$ cat config.mk
export PLATFORM = sky130hd
export DESIGN_NAME = uart_rx_frame_sampler
export DESIGN_NICKNAME = d
export VERILOG_FILES = /design/src/rtl/uart_rx_pkg.sv /design/src/rtl/uart_rx_majority3.sv /design/src/rtl/uart_rx_frame_sampler.sv
export SDC_FILE = /design/constraint.sdc
export NUM_CORES = 1
export LEC_CHECK = 0
export ABC_CLOCK_PERIOD_IN_PS = 2900
export BUFFER_PORTS_ARGS = -buffer_cell sky130_fd_sc_hd__buf_4
export CORE_MARGIN = 3
export CORE_UTILIZATION = 33
export DETAILED_ROUTE_END_ITERATION = 6
export GPL_TIMING_DRIVEN = 0
export PLACE_DENSITY = 0.52
export SYNTH_ARGS = -nofsm -noshare
export SYNTH_HDL_FRONTEND = slang
export SYNTH_HIERARCHICAL = 1
export SYNTH_SLANG_ARGS = --single-unit
$ cat constraint.sdc
create_clock -name CLK -period 2.9 [get_ports CLK]
set_clock_uncertainty 0.1 [all_clocks]
set_input_delay 0.58 -clock CLK [delete_from_list [all_inputs] [get_ports CLK]]
set_output_delay 0.58 -clock CLK [all_outputs]
set_load 0.1 [all_outputs]
$ cat src/rtl/uart_rx_pkg.sv
// Shared FSM encoding, legal oversampling ratios and the 3-input vote used by the UART RX front end.
package uart_rx_pkg;

  typedef enum logic [2:0] {
    ST_IDLE   = 3'd0,
    ST_START  = 3'd1,
    ST_DATA   = 3'd2,
    ST_PARITY = 3'd3,
    ST_STOP   = 3'd4
  } rx_state_t;

  localparam int PRESC_8  = 8;
  localparam int PRESC_16 = 16;
  localparam int PRESC_32 = 32;

  function automatic logic maj3(input logic a, input logic b, input logic c);
    return (a & b) | (a & c) | (b & c);
  endfunction

endpackage

$ cat src/rtl/uart_rx_majority3.sv
// Captures the synchronised line at P/2-1, P/2 and P/2+1 of each bit and votes 2-of-3.
module uart_rx_majority3
  import uart_rx_pkg::*;
#(
  parameter int PRESCALE_W = 6
) (
  input  logic                  clk,
  input  logic                  rst_n,
  input  logic                  active,
  input  logic                  rx,
  input  logic [PRESCALE_W-1:0] edge_cnt,
  input  logic [PRESCALE_W-1:0] half,
  output logic                  maj
);

  logic [2:0] smp;

  always_ff @(posedge clk or negedge rst_n) begin
    if (!rst_n) begin
      smp <= '0;
    end else if (active) begin
      if (edge_cnt == (half - PRESCALE_W'(1))) smp[0] <= rx;
      if (edge_cnt == half)                    smp[1] <= rx;
      if (edge_cnt == (half + PRESCALE_W'(1))) smp[2] <= rx;
    end
  end

  assign maj = maj3(smp[0], smp[1], smp[2]);

endmodule

$ cat src/rtl/uart_rx_frame_sampler.sv
// UART RX front end: line synchroniser, oversampling counters, majority-voted bit sampling and
// frame deserialiser with parity/stop checking.
module uart_rx_frame_sampler
  import uart_rx_pkg::*;
#(
  parameter int DATA_WIDTH  = 8,
  parameter int PRESCALE_W  = 6,
  parameter int SYNC_STAGES = 2
) (
  input  logic                  CLK,
  input  logic                  RST,
  input  logic                  enable,
  input  logic                  RX_IN,
  input  logic [PRESCALE_W-1:0] Prescale,
  input  logic                  par_en,
  input  logic                  par_typ,
  output logic [DATA_WIDTH-1:0] P_DATA,
  output logic                  data_valid,
  output logic                  par_err,
  output logic                  stp_err,
  output logic                  sampled_bit,
  output logic                  sample_valid,
  output logic [PRESCALE_W-1:0] edge_cnt,
  output logic [3:0]            bit_cnt,
  output logic                  busy
);

  localparam logic [3:0] LAST_DATA = 4'(DATA_WIDTH);

  rx_state_t               state, state_nxt;
  logic [SYNC_STAGES-1:0]  sync_q;
  logic                    rx_s;
  logic [PRESCALE_W-1:0]   presc_l;
  logic [PRESCALE_W-1:0]   half;
  logic                    par_en_l, par_typ_l;
  logic [DATA_WIDTH-1:0]   shreg;
  logic                    par_fail;
  logic                    bit_hold;
  logic                    maj;
  logic                    wrap, sv_point, resolve_pt, start_det;

  // Unsupported ratios fall back to the slowest-sampling legal setting.
  function automatic logic [PRESCALE_W-1:0] legal_presc(input logic [PRESCALE_W-1:0] p);
    if (p == PRESCALE_W'(PRESC_8) || p == PRESCALE_W'(PRESC_16) || p == PRESCALE_W'(PRESC_32))
      return p;
    return PRESCALE_W'(PRESC_8);
  endfunction

  always_ff @(posedge CLK or negedge RST) begin
    if (!RST) sync_q <= '1;
    else      sync_q <= {sync_q[SYNC_STAGES-2:0], RX_IN};
  end

  assign rx_s       = sync_q[SYNC_STAGES-1];
  assign half       = presc_l >> 1;
  assign wrap       = (edge_cnt == (presc_l - PRESCALE_W'(1)));
  assign sv_point   = (edge_cnt == (half + PRESCALE_W'(2)));
  assign resolve_pt = (edge_cnt == (half + PRESCALE_W'(3)));
  assign start_det  = (state == ST_IDLE) && enable && !rx_s;

  uart_rx_majority3 #(.PRESCALE_W(PRESCALE_W)) u_maj (
    .clk      (CLK),
    .rst_n    (RST),
    .active   (busy),
    .rx       (rx_s),
    .edge_cnt (edge_cnt),
    .half     (half),
    .maj      (maj)
  );

  always_ff @(posedge CLK or negedge RST) begin
    if (!RST) state <= ST_IDLE;
    else      state <= state_nxt;
  end

  always_comb begin
    state_nxt = state;
    if (!enable) begin
      state_nxt = ST_IDLE;
    end else begin
      case (state)
        ST_IDLE:   if (!rx_s) state_nxt = ST_START;
        ST_START: begin
          if (sample_valid && maj) state_nxt = ST_IDLE;
          else if (wrap)           state_nxt = ST_DATA;
        end
        ST_DATA:   if (wrap && bit_cnt == LAST_DATA) state_nxt = par_en_l ? ST_PARITY : ST_STOP;
        ST_PARITY: if (wrap) state_nxt = ST_STOP;
        // Leave mid stop bit so a back-to-back start edge is not missed.
        ST_STOP:   if (resolve_pt || wrap) state_nxt = ST_IDLE;
        default:   state_nxt = ST_IDLE;
      endcase
    end
  end

  always_comb begin
    busy         = (state != ST_IDLE);
    sample_valid = busy && sv_point;
    sampled_bit  = sample_valid ? maj : bit_hold;
  end

  always_ff @(posedge CLK or negedge RST) begin
    if (!RST) begin
      edge_cnt   <= '0;
      bit_cnt    <= '0;
      presc_l    <= PRESCALE_W'(PRESC_8);
      par_en_l   <= 1'b0;
      par_typ_l  <= 1'b0;
      shreg      <= '0;
      par_fail   <= 1'b0;
      bit_hold   <= 1'b0;
      P_DATA     <= '0;
      data_valid <= 1'b0;
      par_err    <= 1'b0;
      stp_err    <= 1'b0;
    end else begin
      data_valid <= 1'b0;
      par_err    <= 1'b0;
      stp_err    <= 1'b0;

      if (state == ST_IDLE || state_nxt == ST_IDLE) begin
        edge_cnt <= '0;
        bit_cnt  <= '0;
      end else if (wrap) begin
        edge_cnt <= '0;
        bit_cnt  <= bit_cnt + 4'd1;
      end else begin
        edge_cnt <= edge_cnt + PRESCALE_W'(1);
      end

      if (sample_valid) bit_hold <= maj;

      if (!enable) begin
        shreg    <= '0;
        par_fail <= 1'b0;
      end else if (start_det) begin
        presc_l   <= legal_presc(Prescale);
        par_en_l  <= par_en;
        par_typ_l <= par_typ;
        shreg     <= '0;
        par_fail  <= 1'b0;
      end else if (sample_valid) begin
        case (state)
          ST_DATA:   shreg <= {maj, shreg[DATA_WIDTH-1:1]};
          ST_PARITY: par_fail <= (maj != (^shreg ^ par_typ_l));
          // Frame outcome is registered here and shows during the following cycle.
          ST_STOP: begin
            stp_err    <= ~maj;
            par_err    <= par_fail;
            data_valid <= maj & ~par_fail;
            if (maj && !par_fail) P_DATA <= shreg;
          end
          default: ;
        endcase
      end
    end
  end

endmodule
### Word level (Yosys, flattened, before mapping)

Cells that the tools add are included.
W data, S select, Z words.

| word-level totals | value |
|---|---|
| register bits | 47 |
| input bits | 12 |
| output and inout port bits | 24 |
| word-level logic and storage cells | 115 |

| operators by class | value |
|---|---|
| $add $sub $neg | 7 |
| equality and inequality tests | 18 |
| multiplexer cells | 39 |
| bitwise operators | 10 |
| reduce and logical (&&, ||, !) cells | 24 |

Operator list:

| operator | number |
|---|---|
| $mux W8 | 4 |
| $eq A6 B6 Y1 | 5 |
| $mux W3 | 8 |
| $mux W6 | 4 |
| $mux W1 | 20 |
| $pmux W3 S5 | 1 |
| $add A5 B2 Y6 const B | 2 |
| $reduce_and A2 Y1 | 6 |
| $ne A3 B1 Y1 const B | 3 |
| $mux W4 | 2 |
| $reduce_xor A8 Y1 | 1 |
| $add A5 B1 Y6 const B | 1 |
| $add A6 B1 Y6 const B | 1 |
| $eq A3 B2 Y1 const B | 2 |
| $eq A6 B4 Y1 const B | 1 |
| $eq A6 B5 Y1 | 1 |
| $eq A6 B5 Y1 const B | 1 |
| $eq A6 B6 Y1 const B | 1 |
| $logic_and A1 B1 Y1 | 6 |
| $logic_not A3 Y1 | 2 |
| $sub A5 B1 Y6 const B | 1 |
| $sub A6 B1 Y6 const B | 1 |
| $reduce_and A5 Y1 | 1 |
| $add A4 B1 Y4 const B | 1 |
| 12 further kinds | 22 |

### Depth between registers and ports, before layout

Gate-level depths: netlist (run 1).

| depth | value |
|---|---|
| depth in word-level cells | 10 |
| mapped depth | 9 |
| gate-level depth less buffers | 8 |

### Cells and area by module

The synthesis (run 1) kept the hierarchy.

Modules (own cells, without submodules):

| module | times used | cells an instance | area an instance (µm²) | seq. area each (µm²) |
|---|---|---|---|---|
| uart_rx_frame_sampler | 1 | 241 | 2468.6 | 1104.8 |
| uart_rx_majority3 | 1 | 51 | 427.9 | 75.1 |

### Least setup slack after synthesis (run 1)

Ideal clock, no wire load.

| timing path | value |
|---|---|
| path type | register to output |
| from | reg state[2] |
| to | out sampled_bit |
| arrival time | 4.307 ns |
| data required time | 2.220 ns |
| path slack | -2.087 ns |
| stages on the path, launching flop included | 7 |
| path buffers | 2 |
| cell sequence | dfrtp_1 buf_2 or3_1 clkbuf_1 nand4_1 a211oi_4 o21ai_0 |

| between the ends | value |
|---|---|
| cells in the longest elaborated chain, start to end | 3 |

Ends and longest elaborated chain:

| what | RTL line | text |
|---|---|---|
| start, declared | uart_rx_frame_sampler.sv:30 | `rx_state_t state, state_nxt;` |
| start signal, assigned | uart_rx_frame_sampler.sv:73 | `else state <= state_nxt;` |
| $reduce_bool A3 Y1 | uart_rx_frame_sampler.sv:97 | `busy = (state != ST_IDLE);` |
| via busy | uart_rx_frame_sampler.sv:25 | `output logic busy` |
| $logic_and A1 B1 Y1 | uart_rx_frame_sampler.sv:98 | `sample_valid = busy && sv_point;` |
| via sample_valid | uart_rx_frame_sampler.sv:22 | `output logic sample_valid,` |
| $mux W1 | - |  |
| end, declared | uart_rx_frame_sampler.sv:21 | `output logic sampled_bit,` |

The timed path passes the listed nets, and every way through them passes these cells.

### Final worst setup path (run 1)

| timing path | value |
|---|---|
| from | reg presc_l[2] |
| to | out sampled_bit |

| between the ends | value |
|---|---|
| cells in the longest elaborated chain, start to end | 4 |

Ends and longest elaborated chain:

| what | RTL line | text |
|---|---|---|
| start, declared | uart_rx_frame_sampler.sv:33 | `logic [PRESCALE_W-1:0] presc_l;` |
| start signal, assigned | uart_rx_frame_sampler.sv:106 | `presc_l <= PRESCALE_W'(PRESC_8);` |
| start signal, assigned | uart_rx_frame_sampler.sv:137 | `presc_l <= legal_presc(Prescale);` |
| $add A5 B2 Y6 | uart_rx_frame_sampler.sv:57 | `assign sv_point = (edge_cnt == (half + PRESCALE_W'(2)));` |
| $eq A6 B6 Y1 | uart_rx_frame_sampler.sv:57 |  |
| $logic_and A1 B1 Y1 | uart_rx_frame_sampler.sv:98 |  |
| $mux W1 | - |  |

No other way between the ends.

==> metrics.md, run 1 <==
| Metric | Value |
|---|---|
| Drt drc | `0` |
| Setup ws final | `-73.8 ps` |
| Max Cap Viol | `0` |
| Number of H-tree levels | `2` |
| Commonest non-fill, non-tap cell in the layout | `buf_4` |
| I/O pin count | `36` |
| Cells on worst reg2reg path | `10` |
| Dpl hpwl | `4720 um` |
| Violated checks | `negative setup slack` |
| Synthesis Warnings | `6` |
| DR iter-0 viols | `62` |
| Crit-path max FO | `5` |
| Placement Setup Slack | `-330 ps` |
| Commonest non-fill, non-tap cells in the layout | `buf_4 (43), dfrtp_1 (36), xnor2_1 (29), nor2_1 (23), xor2_1 (19)` |
| Final hold vios | `0` |
| Flop-to-flop setup slack | `about 50 ps` |
| Synthesized area | `0.00290 mm2` |
| Synth Instances | `approximately 290` |
| Seq. cell area | `about 0.0012 mm2` |
| Data required time of the worst path | `2220 ps` |
| Multi-input logic area | `between 0.0015 and 0.002 mm2` |
| Fin crit period | `2970 ps` |
| Die Wd | `99.7 um` |
| Die ar. | `around 0.0099 mm2` |
| Yosys cell types | `55` |
| Sequential Power Share | `51.2%` |
| Clk pwr share | `around 39%` |
| NumNets Final | `about 370` |
| Drt first pass iters | `4` |
| Pint | `around 1.0 mW` |
| Worst Hold Class | `input pin to async pin` |
| Tcrit/Tclk final | `103%` |
| Synthesized Nets | `315` |
| PD cells | `~370 mW/mm2` |
| Async set-reset flop share out of synthesis | `100%` |
| CTS Root Cell | `clkbuf_8` |
| Synth Register Bits | `47` |
| Clock-pin slew on the worst setup and hold paths | `90 ps` |
| CP Data Arrival Time | `between 2000 and 2500 ps` |
| Sw Pwr | `~330 uW` |
| IO buf count | `35` |
| Fill count | `835` |
| Gpl congestion | `0.782` |
| Critical path endpoint category | `output pin` |
| CTS Sinks | `47` |
| Status | `finished with violations` |
| Register area share after synthesis | `40.7%` |
| Combinational share of power | `roughly a tenth` |
| Ys flop type | `dfrtp_1` |
| Layout cells sized above 1 | `26.6%` |
| Maximum vdd ir drop | `169 uV` |
| CTS Buf Count | `5` |
| Final Max Tran Viols | `0` |
| Reg-to-reg critical path endpoint | `P_DATA[2]$_DFFE_PN0P_` |
| Clock insertion delay at the later pin of the skew report | `around 300 ps` |
| Total Routing Usage GR | `about 14%` |
| CTS Buffer Depth | `2` |
| GR Overflow Total | `0` |
| Mapped Avg Cell Area | `9.92 um2` |
| Final setup fails | `2` |
| CTS tree | `done` |
| Vias in the first global route | `2297` |
| Largest net degree at the start of global routing | `48` |
| Die Y | `99.7 um` |
| Post-DRT Antenna Nets | `0` |
| Core area | `0.00838 mm2` |
| Area grow syn2layout | `24.8%` |
| Starting Density | `34.6%` |
| First-pass GRT wire length | `11600 um` |
| Cell Rows | `33` |
| Net switching share of the total power | `24.8%` |
| Worst Max-Slew Pin Slew | `1110 ps` |
| Vias/cell | `slightly above 5` |
| Initial antenna violation count | `0` |
| RR Startpoint | `presc_l[2]$_DFFE_PN0P_` |
| DR WL/cell | `14.8 um` |
| Max-Slew Margin vs Limit | `about a quarter` |
| Antenna diode instance count | `0` |
| Max Fclk | `0.336 GHz` |
| P_leak | `1.63 nW` |
| Number of flops mapped to enable cells by yosys | `0` |
| Via count | `2273` |
| Setup TNS | `-86.7 ps` |
| Routed wire length | `6670 um` |
| Startpoint Class | `register` |
| Setup CP Type | `register to output pin` |
| RSZ-0062 raised after global routing | `yes` |
==> state kept, by name (all words and copies together) (netlist names), 2 cells and up <==
register	count
u_maj/smp	3
presc_l	6
P_DATA	8
shreg	8
edge_cnt	6
sync_q	2
state	3
bit_cnt	4
==> Yosys cell counts, drive strengths merged, types with 3 or more instances <==
cell | n | area, um2
or4 | 3 | 22.5
a21oi | 13 | 65.1
buf | 6 | 37.5
inv | 15 | 56.3
nor2 | 24 | 90.1
dfrtp | 44 | 1100
nor3 | 12 | 60.1
ha | 11 | 138
mux2 | 13 | 146
dfstp | 3 | 78.8
nand3 | 14 | 70.1
mux2i | 8 | 80.1
xnor2 | 29 | 254
xor2 | 19 | 166
nor2b | 5 | 31.3
nor3b | 4 | 30.0
nand2 | 14 | 52.6
o21ai | 7 | 35.0
clkbuf | 5 | 18.8
a211oi | 3 | 35.0
==> routing by layer <==
metal  track usage [%]  vias up  wire, um
met4              3.47        0        67
met3              2.17        4       172
met2              22.7       33      3110
met5                 0        -         0
li1                  -     1127         -
met1              20.0     1109      3320
==> worst max-delay path: stages (launching register included) <==
cell	delay (ps)
dfrtp_2	440
buf_6	130
ha_4	170
o21ba_1	170
a221o_1	340
a211oi_4	320
buf_6	190
o21ai_4	70
buf_12	170
==> area by class of cell <==
cell class | instances | share of cell area [%]
multi-input combinational | 219 | 46.1
sequential | 47 | 33.1
timing repair buffer | 46 | 10.4
tap | 105 | 3.64
clock buffer | 6 | 2.29
buffer | 11 | 1.80
inverter | 15 | 1.56
clock inverter | 2 | 1.07
==> power by group through the flow <==
stage	clock, mW	sequential (mW)	combinational [mW]
3_5_place_dp	0	0.700	0.132
2_1_floorplan	0	0.701	0.0809
3_3_place_gp	0	0.700	0.131
4_1_cts	0.536	0.686	0.135
6_report	0.520	0.686	0.135
5_1_grt	0.557	0.689	0.150
==> stage by stage <==
step	instances	utilization, %	power (mW)	instance area [um2]	hold slack, ps
floorplan	292	-	0.782	2950	184
global placement	432	39.9	0.830	3350	246
detailed placement	432	39.9	0.832	3350	249
CTS	450	42.9	1.36	3590	201
global route	451	43.1	1.40	3610	226
finish	451	43.1	1.34	3610	181
==> worst max path at each step <==
| stage | startpoint | endpoint | slack [ps] | cells past startpoint |
|---|---|---|---|---|
| floorplan | edge_cnt[3]$_DFF_PN0_ | P_DATA[0]$_DFFE_PN0P_ | -680 | 8 |
| global placement | presc_l[2]$_DFFE_PN0P_ | P_DATA[2]$_DFFE_PN0P_ | -320 | 9 |
| detailed placement | presc_l[2]$_DFFE_PN0P_ | P_DATA[2]$_DFFE_PN0P_ | -330 | 9 |
| CTS | presc_l[2]$_DFFE_PN0P_ | sampled_bit | -80 | 8 |
| global route | presc_l[2]$_DFFE_PN0P_ | sampled_bit | -140 | 8 |
| finish | presc_l[2]$_DFFE_PN0P_ | sampled_bit | -70 | 8 |
==> logic make-up (layout without fill, tap and decap cells) <==
family / Yosys count / in the layout / synth area share (%)
xor gates and xnor gates: 48 / 48 / 14.5
adders and majority gates: 12 / 12 / 5.10
other: 1 / 1 / 0.129
DFF: 47 / 47 / 40.7
muxes: 21 / 21 / 7.82
AOI/OAI and AO/OA: 42 / 42 / 10.7
and+or+nand+nor: 95 / 95 / 17.1
buffers and inverters: 26 / 80 / 3.89
==> what timing repair did <==
action                                  4_1_cts  5_1_grt
resized for setup                            13        3
gates cloned                                  1        0
endpoints found under the hold margin         0        0
endpoints found under the setup margin       28       25
setup buffers                                 9        1
hold buffers                                  0        0
pin swaps                                     5        1
No activity file was read; power rests on OpenSTA's default activity.
==> run 2: changes to the inputs <==
- ABC_AREA: unset -> 1
==> run 2 against run 1 <==
The flow now finishes without violations. Synthesized cell count up 55%. Routed wire length up 11%. Area after synthesis up 8.2%. Sequential cell count unchanged. Via count up 24%. Sequential share of layout area down 1.4 points. Core utilization down 1.4 points. Sequential power down 1%. Critical path type unchanged. Largest power group unchanged.
==> metrics.md, run 2 <==
| Metric | Value |
|---|---|
| Synth Register Bits | `47` |
| P_leak | `roughly 2.0 nW` |
| Ys flop type | `dfrtp_1` |
| Antenna diode instance count | `0` |
| CP Data Arrival Time | `about 2100 ps` |
| Post-layout util | `approximately two fifths` |
| Combinational share of power | `10.3%` |
| Clock insertion delay at the later pin of the skew report | `300 ps` |
| Commonest non-fill, non-tap cells in the layout | `nand2_1 (165), inv_1 (58), nor2_1 (39), buf_4 (39), dfrtp_1 (36)` |
| CTS Root Cell | `clkbuf_8` |
| Gpl congestion | `0.841` |
| Number of H-tree levels | `2` |
| Yosys cell types | `35` |
| Synth Instances | `around 450` |
| Tcrit/Tclk final | `95.7%` |
| Clock-pin slew on the worst setup and hold paths | `around 80 ps` |
| Vias/cell | `4.49` |
| Worst Max-Slew Pin Slew | `about 600 ps` |
| Cell Rows | `34` |
| RSZ-0062 raised after global routing | `yes` |
| CTS tree | `done` |
| Design Power | `about 1.2 mW` |
| NumNets Final | `between 500 and 600` |
| Synthesized area | `about 0.0031 mm2` |
| Drt drc | `0` |
| Crit-path max FO | `5` |
| Setup CP Type | `register to output pin` |
| Status | `complete, no violations` |
| Die Wd | `103 um` |
| Synthesis Warnings | `6` |
| CTS Sinks | `47` |
| Commonest non-fill, non-tap cell in the layout | `nand2_1` |
| Count leader, synth | `nand2_1` |
| Register area share after synthesis | `a little under two fifths` |
| Final hold vios | `0` |
| Synth Area in Simple Gates | `a little under two fifths` |
| Sw Pwr | `304 uW` |
| Area grow syn2layout | `19.5%` |
| Routed wire length | `7410 um` |
| Fill count | `968` |
| Mux contribution to synthesized area | `0%` |
| Largest registers | `P_DATA x8, shreg x8` |
| Synth area leaders | `dfrtp_1 (35%), nand2_1 (20%), inv_1 (7.2%), nand3_1 (5.3%), nor2_1 (4.9%)` |
| Total Routing Usage GR | `between 10% and 20%` |
| XOR/XNOR Fraction of Synth Area | `roughly 6.2%` |
| DR iter-0 viols | `118` |
| CTS Buf Count | `5` |
| Post-Synth Adder-Cell Area | `roughly 4.7%` |
| Core area | `0.00898 mm2` |
| Largest family of logic cells by synthesized area | `simple AND/OR/NAND/NOR gates` |
| Pint | `around 880 uW` |
| Die ar. | `0.0107 mm2` |
| First-pass GRT wire length | `between 10000 and 15000 um` |
| Starting Density | `34.9%` |
| Post-synth top cells | `nand2_1 (168), inv_1 (60), dfrtp_1 (44)` |
| Via count | `approximately 2800` |
| Number of flops mapped to enable cells by yosys | `0` |
| Final Max Tran Viols | `0` |
| Async set-reset flop share out of synthesis | `100%` |
| Dpl hpwl | `roughly 5600 um` |
| Data required time of the worst path | `approximately 2200 ps` |
| IO buf count | `35` |
| Largest area contributor in the netlist | `dfrtp_1` |
| I/O pin count | `36` |
| Largest net degree at the start of global routing | `48` |
| Max Cap Viol | `0` |
| Worst Hold Class | `input pin to async pin` |
| CTS Buffer Depth | `2` |
| Drt first pass iters | `4` |
| Final setup fails | `0` |
| Die Y | `103 um` |
| GR Overflow Total | `0` |
| Max Fclk | `~0.36 GHz` |
| Clk pwr share | `32.5%` |
| Net switching share of the total power | `25.7%` |
| Max-Slew Margin vs Limit | `59.9%` |
| Vias in the first global route | `around 2600` |
| Fin crit period | `about 2800 ps` |
| Mapped Avg Cell Area | `6.92 um2` |
| Maximum vdd ir drop | `between 150 and 200 uV` |
| DR WL/cell | `11.8 um` |
| Compound-cell area share of the yosys netlist | `5.07%` |
| Top cell type's share of synthesized area | `35.1%` |
| Initial antenna violation count | `0` |
| Post-DRT Antenna Nets | `0` |
| Sequential Power Share | `57.2%` |
| PD cells | `316 mW/mm2` |
| Critical path endpoint category | `output pin` |
| Layout cells sized above 1 | `18.7%` |
| Startpoint Class | `register` |
## run 2: cell count changes after synthesis, sizes merged, moves of 13 or more
| cell | change |
|---|---|
| inv | +53 |
| mux2 | -13 |
| nand2 | +161 |
| nand3 | +23 |
| nor2 | +20 |
| xnor2 | -21 |
## run 2: metrics by stage
stage          cell area, um2  instances  hold slack, ps  setup WS, ps  setup TNS (ps)
5_1_grt                  3740        629             231         -35.6           -35.6
3_5_place_dp             3570        615             248          -127            -214
3_3_place_gp             3570        615             247          -128            -227
4_1_cts                  3710        628             212          10.6               0
6_report                 3740        629             182           125               0
2_1_floorplan            3150        454             184           178               0
## run 2: per-layer routing
layer	vias up	track usage (%)	wire (um)
met1	1276	21.1	3820
met3	5	2.55	260
met2	43	22.9	3300
met4	0	2.39	36
met5	-	0	0
li1	1498	-	-
## run 2: layout make-up
class,instances,area [um2],area share [%]
multi-input combinational,336,1710,45.6
timing repair buffer,41,333,8.89
tap,126,158,4.21
buffer,1,11.3,0.301
sequential,47,1190,31.8
inverter,70,267,7.12
clock buffer,8,80.1,2.14
## run 2: power by group through the flow
stage               sequential (mW)  combinational, mW  clock (mW)
floorplan                     0.690             0.0722           0
global placement              0.691              0.120           0
detailed placement            0.691              0.120           0
CTS                           0.676              0.124       0.398
global route                  0.678              0.138       0.424
finish                        0.676              0.121       0.384
## run 2: cell families (layout without fill, tap and decap cells)
logic type      after synthesis  after routing
flops                        47             47
simple gates                272            272
buf+inv                      71            120
other cells                   1              2
xor+xnor                     22             22
fa+ha+maj                    12             12
compound gates               28             28
## run 2: critical path, stage by stage (launching register included)
cell     delay (ps)
dfstp_2         550
inv_2            70
ha_1            290
inv_1            40
nand2_1          50
nand2_1          70
nor2_1           80
nand2_1          90
nor2_4          160
nand3_2         100
nand2_2         120
buf_12          180
## run 2: worst paths after layout
kind	start	to	slack [ps]	cells past startpoint
max	presc_l[3]$_DFFE_PN1P_	sampled_bit	130	11
min	RST	u_maj/smp[2]$_DFFE_PN0P_	180	1
max reg2reg	presc_l[3]$_DFFE_PN1P_	edge_cnt[4]$_DFF_PN0_	280	18
min reg2reg	sync_q[0]$_DFF_PN1_	sync_q[1]$_DFF_PN1_	260	0
max in group asynchronous	RST	edge_cnt[1]$_DFF_PN0_	2070	1
min in group CLK	sync_q[0]$_DFF_PN1_	sync_q[1]$_DFF_PN1_	260	0
## run 2: timing repair
| item | in CTS | in global routing |
|---|---|---|
| pin swaps | 0 | 2 |
| resized for setup | 8 | 7 |
| hold endpoints to repair | 0 | 0 |
| setup endpoints to repair | 7 | 12 |
| hold buffers | 0 | 0 |
| buffers inserted | 5 | 1 |
==> run 3: changes to the inputs <==
- ABC_CLOCK_PERIOD_IN_PS: 2900 -> 2300
- clock period: 2.9 -> 2.3 ns (I/O delays scaled with it)
==> run 3 against run 2 <==
The run now ends with negative setup slack left. Die area unchanged. Count of clock-buffer cells in the layout decreased by 3. Register-to-register slack got worse by 480 ps. Global-route usage increased by 1.1 points. Worst hold slack got worse by 120 ps. Sequential cell count unchanged. Setup slack got worse by 510 ps. Routed wire length increased by 7.4%. Non-clock buffer count increased by 8. Combinational power increased by 41%. Critical path type unchanged. Largest cell class unchanged.
==> metrics.md, run 3 (same netlist as run 2, synthesis figures left out) <==
| Metric | Value |
|---|---|
| P_leak | `2.02 nW` |
| Inst Count DP | `~620` |
| Max Fclk | `0.373 GHz` |
| Drt drc | `0` |
| Max Cap Viol | `0` |
| Area grow syn2layout | `28.9%` |
| First-pass GRT wire length | `between 10000 and 15000 um` |
| Cell Rows | `34` |
| Max incr delay on CP | `approximately 670 ps` |
| Status | `finished with violations` |
| Commonest non-fill, non-tap cell in the layout | `nand2_1` |
| PD cells | `409 mW/mm2` |
| GR Overflow Total | `0` |
| RSZ-0062 raised after global routing | `yes` |
| Layout cells sized above 1 | `25.5%` |
| Initial antenna violation count | `0` |
| Routed wire length | `slightly below 8000 um` |
| Setup CP Type | `register to output pin` |
| Worst Hold Class | `input pin to async pin` |
| Maximum vdd ir drop | `roughly 260 uV` |
| Vias/cell | `about 4.6` |
| Die Y | `roughly 100 um` |
| Core area | `0.00898 mm2` |
| Final instance area | `0.00404 mm2` |
| Slowest-stage cell, CP | `dfstp_4` |
| CTS Sinks | `47` |
| CTS Buffer Depth | `2` |
| Setup ws final | `-384 ps` |
| DR iter-0 viols | `126` |
| Largest net degree at the start of global routing | `48` |
| Number of H-tree levels | `2` |
| Final Max Tran Viols | `0` |
| Violated checks | `negative setup slack` |
| Max-Slew Margin vs Limit | `about a third` |
| Fin crit period | `2680 ps` |
| Starting Density | `34.9%` |
| Final hold vios | `0` |
| NumNets Final | `535` |
| Via count | `2942` |
| Startpoint Class | `register` |
| CP Data Arrival Time | `2120 ps` |
| Placed cell area | `0.00362 mm2` |
| Tcrit/Tclk final | `117%` |
| CTS tree | `done` |
| Crit-path max FO | `4` |
| Design Power | `1.65 mW` |
| Die Wd | `103 um` |
| Gpl congestion | `0.850` |
| Clock insertion delay at the later pin of the skew report | `300 ps` |
| Critical path endpoint category | `output pin` |
| Setup TNS | `-3400 ps` |
| Worst Max-Slew Pin Slew | `slightly below 1000 ps` |
| DR WL/cell | `12.5 um` |
| Data required time of the worst path | `approximately 1700 ps` |
| Dpl hpwl | `5680 um` |
| Cell Chain, Critical Path | `inv_6, ha_4, inv_2, nand2_2, nand2_2, nor2_1, nand2_1, nor2_4, nand2_4, nand2_4, nand2_8, buf_12` |
| I/O pin count | `36` |
| Placement Setup Slack | `-575 ps` |
| Final setup fails | `25` |
| Final Non-Filler Cells | `between 600 and 700` |
| Antenna diode instance count | `0` |
| Largest registers | `P_DATA x8, shreg x8` |
| IO buf count | `35` |
| CTS Root Cell | `clkbuf_8` |
| CTS Buf Count | `5` |
| # hold bufs at CTS | `0` |
| Vias in the first global route | `2792` |
| Total Routing Usage GR | `15.6%` |
| Die ar. | `0.0107 mm2` |
| Drt first pass iters | `4` |
| Clock-pin slew on the worst setup and hold paths | `90 ps` |
| Post-DRT Antenna Nets | `0` |
| Commonest non-fill, non-tap cells in the layout | `nand2_1 (158), inv_1 (55), buf_4 (45), nor2_1 (38), dfrtp_1 (35)` |
run 3: cell types whose count changed in the layout (fill, tap and decap cells not counted), sizes merged:
cell,change
clkinv,-1
nand2,+2
buf,+8
clkbuf,-3
clkinvlp,+3
bufinv,+1
run 3: per-layer routing:
metal	up-vias	part of all wire (%)	track usage, %
met5	-	0	0
met4	0	2.2	5.18
met3	14	2.9	2.35
met2	41	47	25.2
li1	1520	-	-
met1	1367	48	21.5
run 3: area by class of cell:
| cell class | count | area [um2] |
|---|---|---|
| repair buffers | 49 | 400 |
| plain buffers | 1 | 15.0 |
| fillers | 921 | 4940 |
| inverters | 70 | 284 |
| well taps | 126 | 158 |
| clock buffers | 5 | 68.8 |
| flip-flops and latches | 47 | 1190 |
| clock inverters | 3 | 46.3 |
| multi-input cells | 338 | 1870 |
run 3: what timing repair did:
action | CTS | global route
cloned | 1 | 1
resized for setup | 27 | 28
pin swaps | 6 | 5
setup buffers | 8 | 7
endpoints found under the setup margin | 35 | 34
run 3: critical path: cells and delay by family, from the launching register on:
family	cells	cell delay, ps
flip-flops	1	670
AND/OR/NAND/NOR	8	650
adder cells (fa/ha/maj)	1	250
buffers and inverters	3	230
run 3: worst paths after layout:
kind,from,to,slack (ps),cells after the start
setup / recovery,presc_l[3]$_DFFE_PN1P_,sampled_bit,-380,12
hold / removal,RST,P_DATA[5]$_DFFE_PN0P_,60,1
setup reg to reg,presc_l[3]$_DFFE_PN1P_,bit_cnt[0]$_DFFE_PN0P_,-200,18
hold reg to reg,sync_q[0]$_DFF_PN1_,sync_q[1]$_DFF_PN1_,260,0
max in group asynchronous,RST,presc_l[2]$_DFFE_PN0P_,1610,1
min in group CLK,RX_IN,sync_q[0]$_DFF_PN1_,150,1
run 3: power breakdown:
part	total, mW	leakage, nW	switching [mW]	internal [mW]
Sequential	0.853	0.622	0.0128	0.840
Combinational	0.171	1.35	0.115	0.0559
Clock	0.627	0.0548	0.299	0.328
run 3: per-stage QoR:
step	hold slack, ps	utilization (%)
floorplan	64.4	-
global placement	248	40.3
detailed placement	249	40.3
CTS	80.1	43.4
global route	101	45.0
finish	58.4	45.0
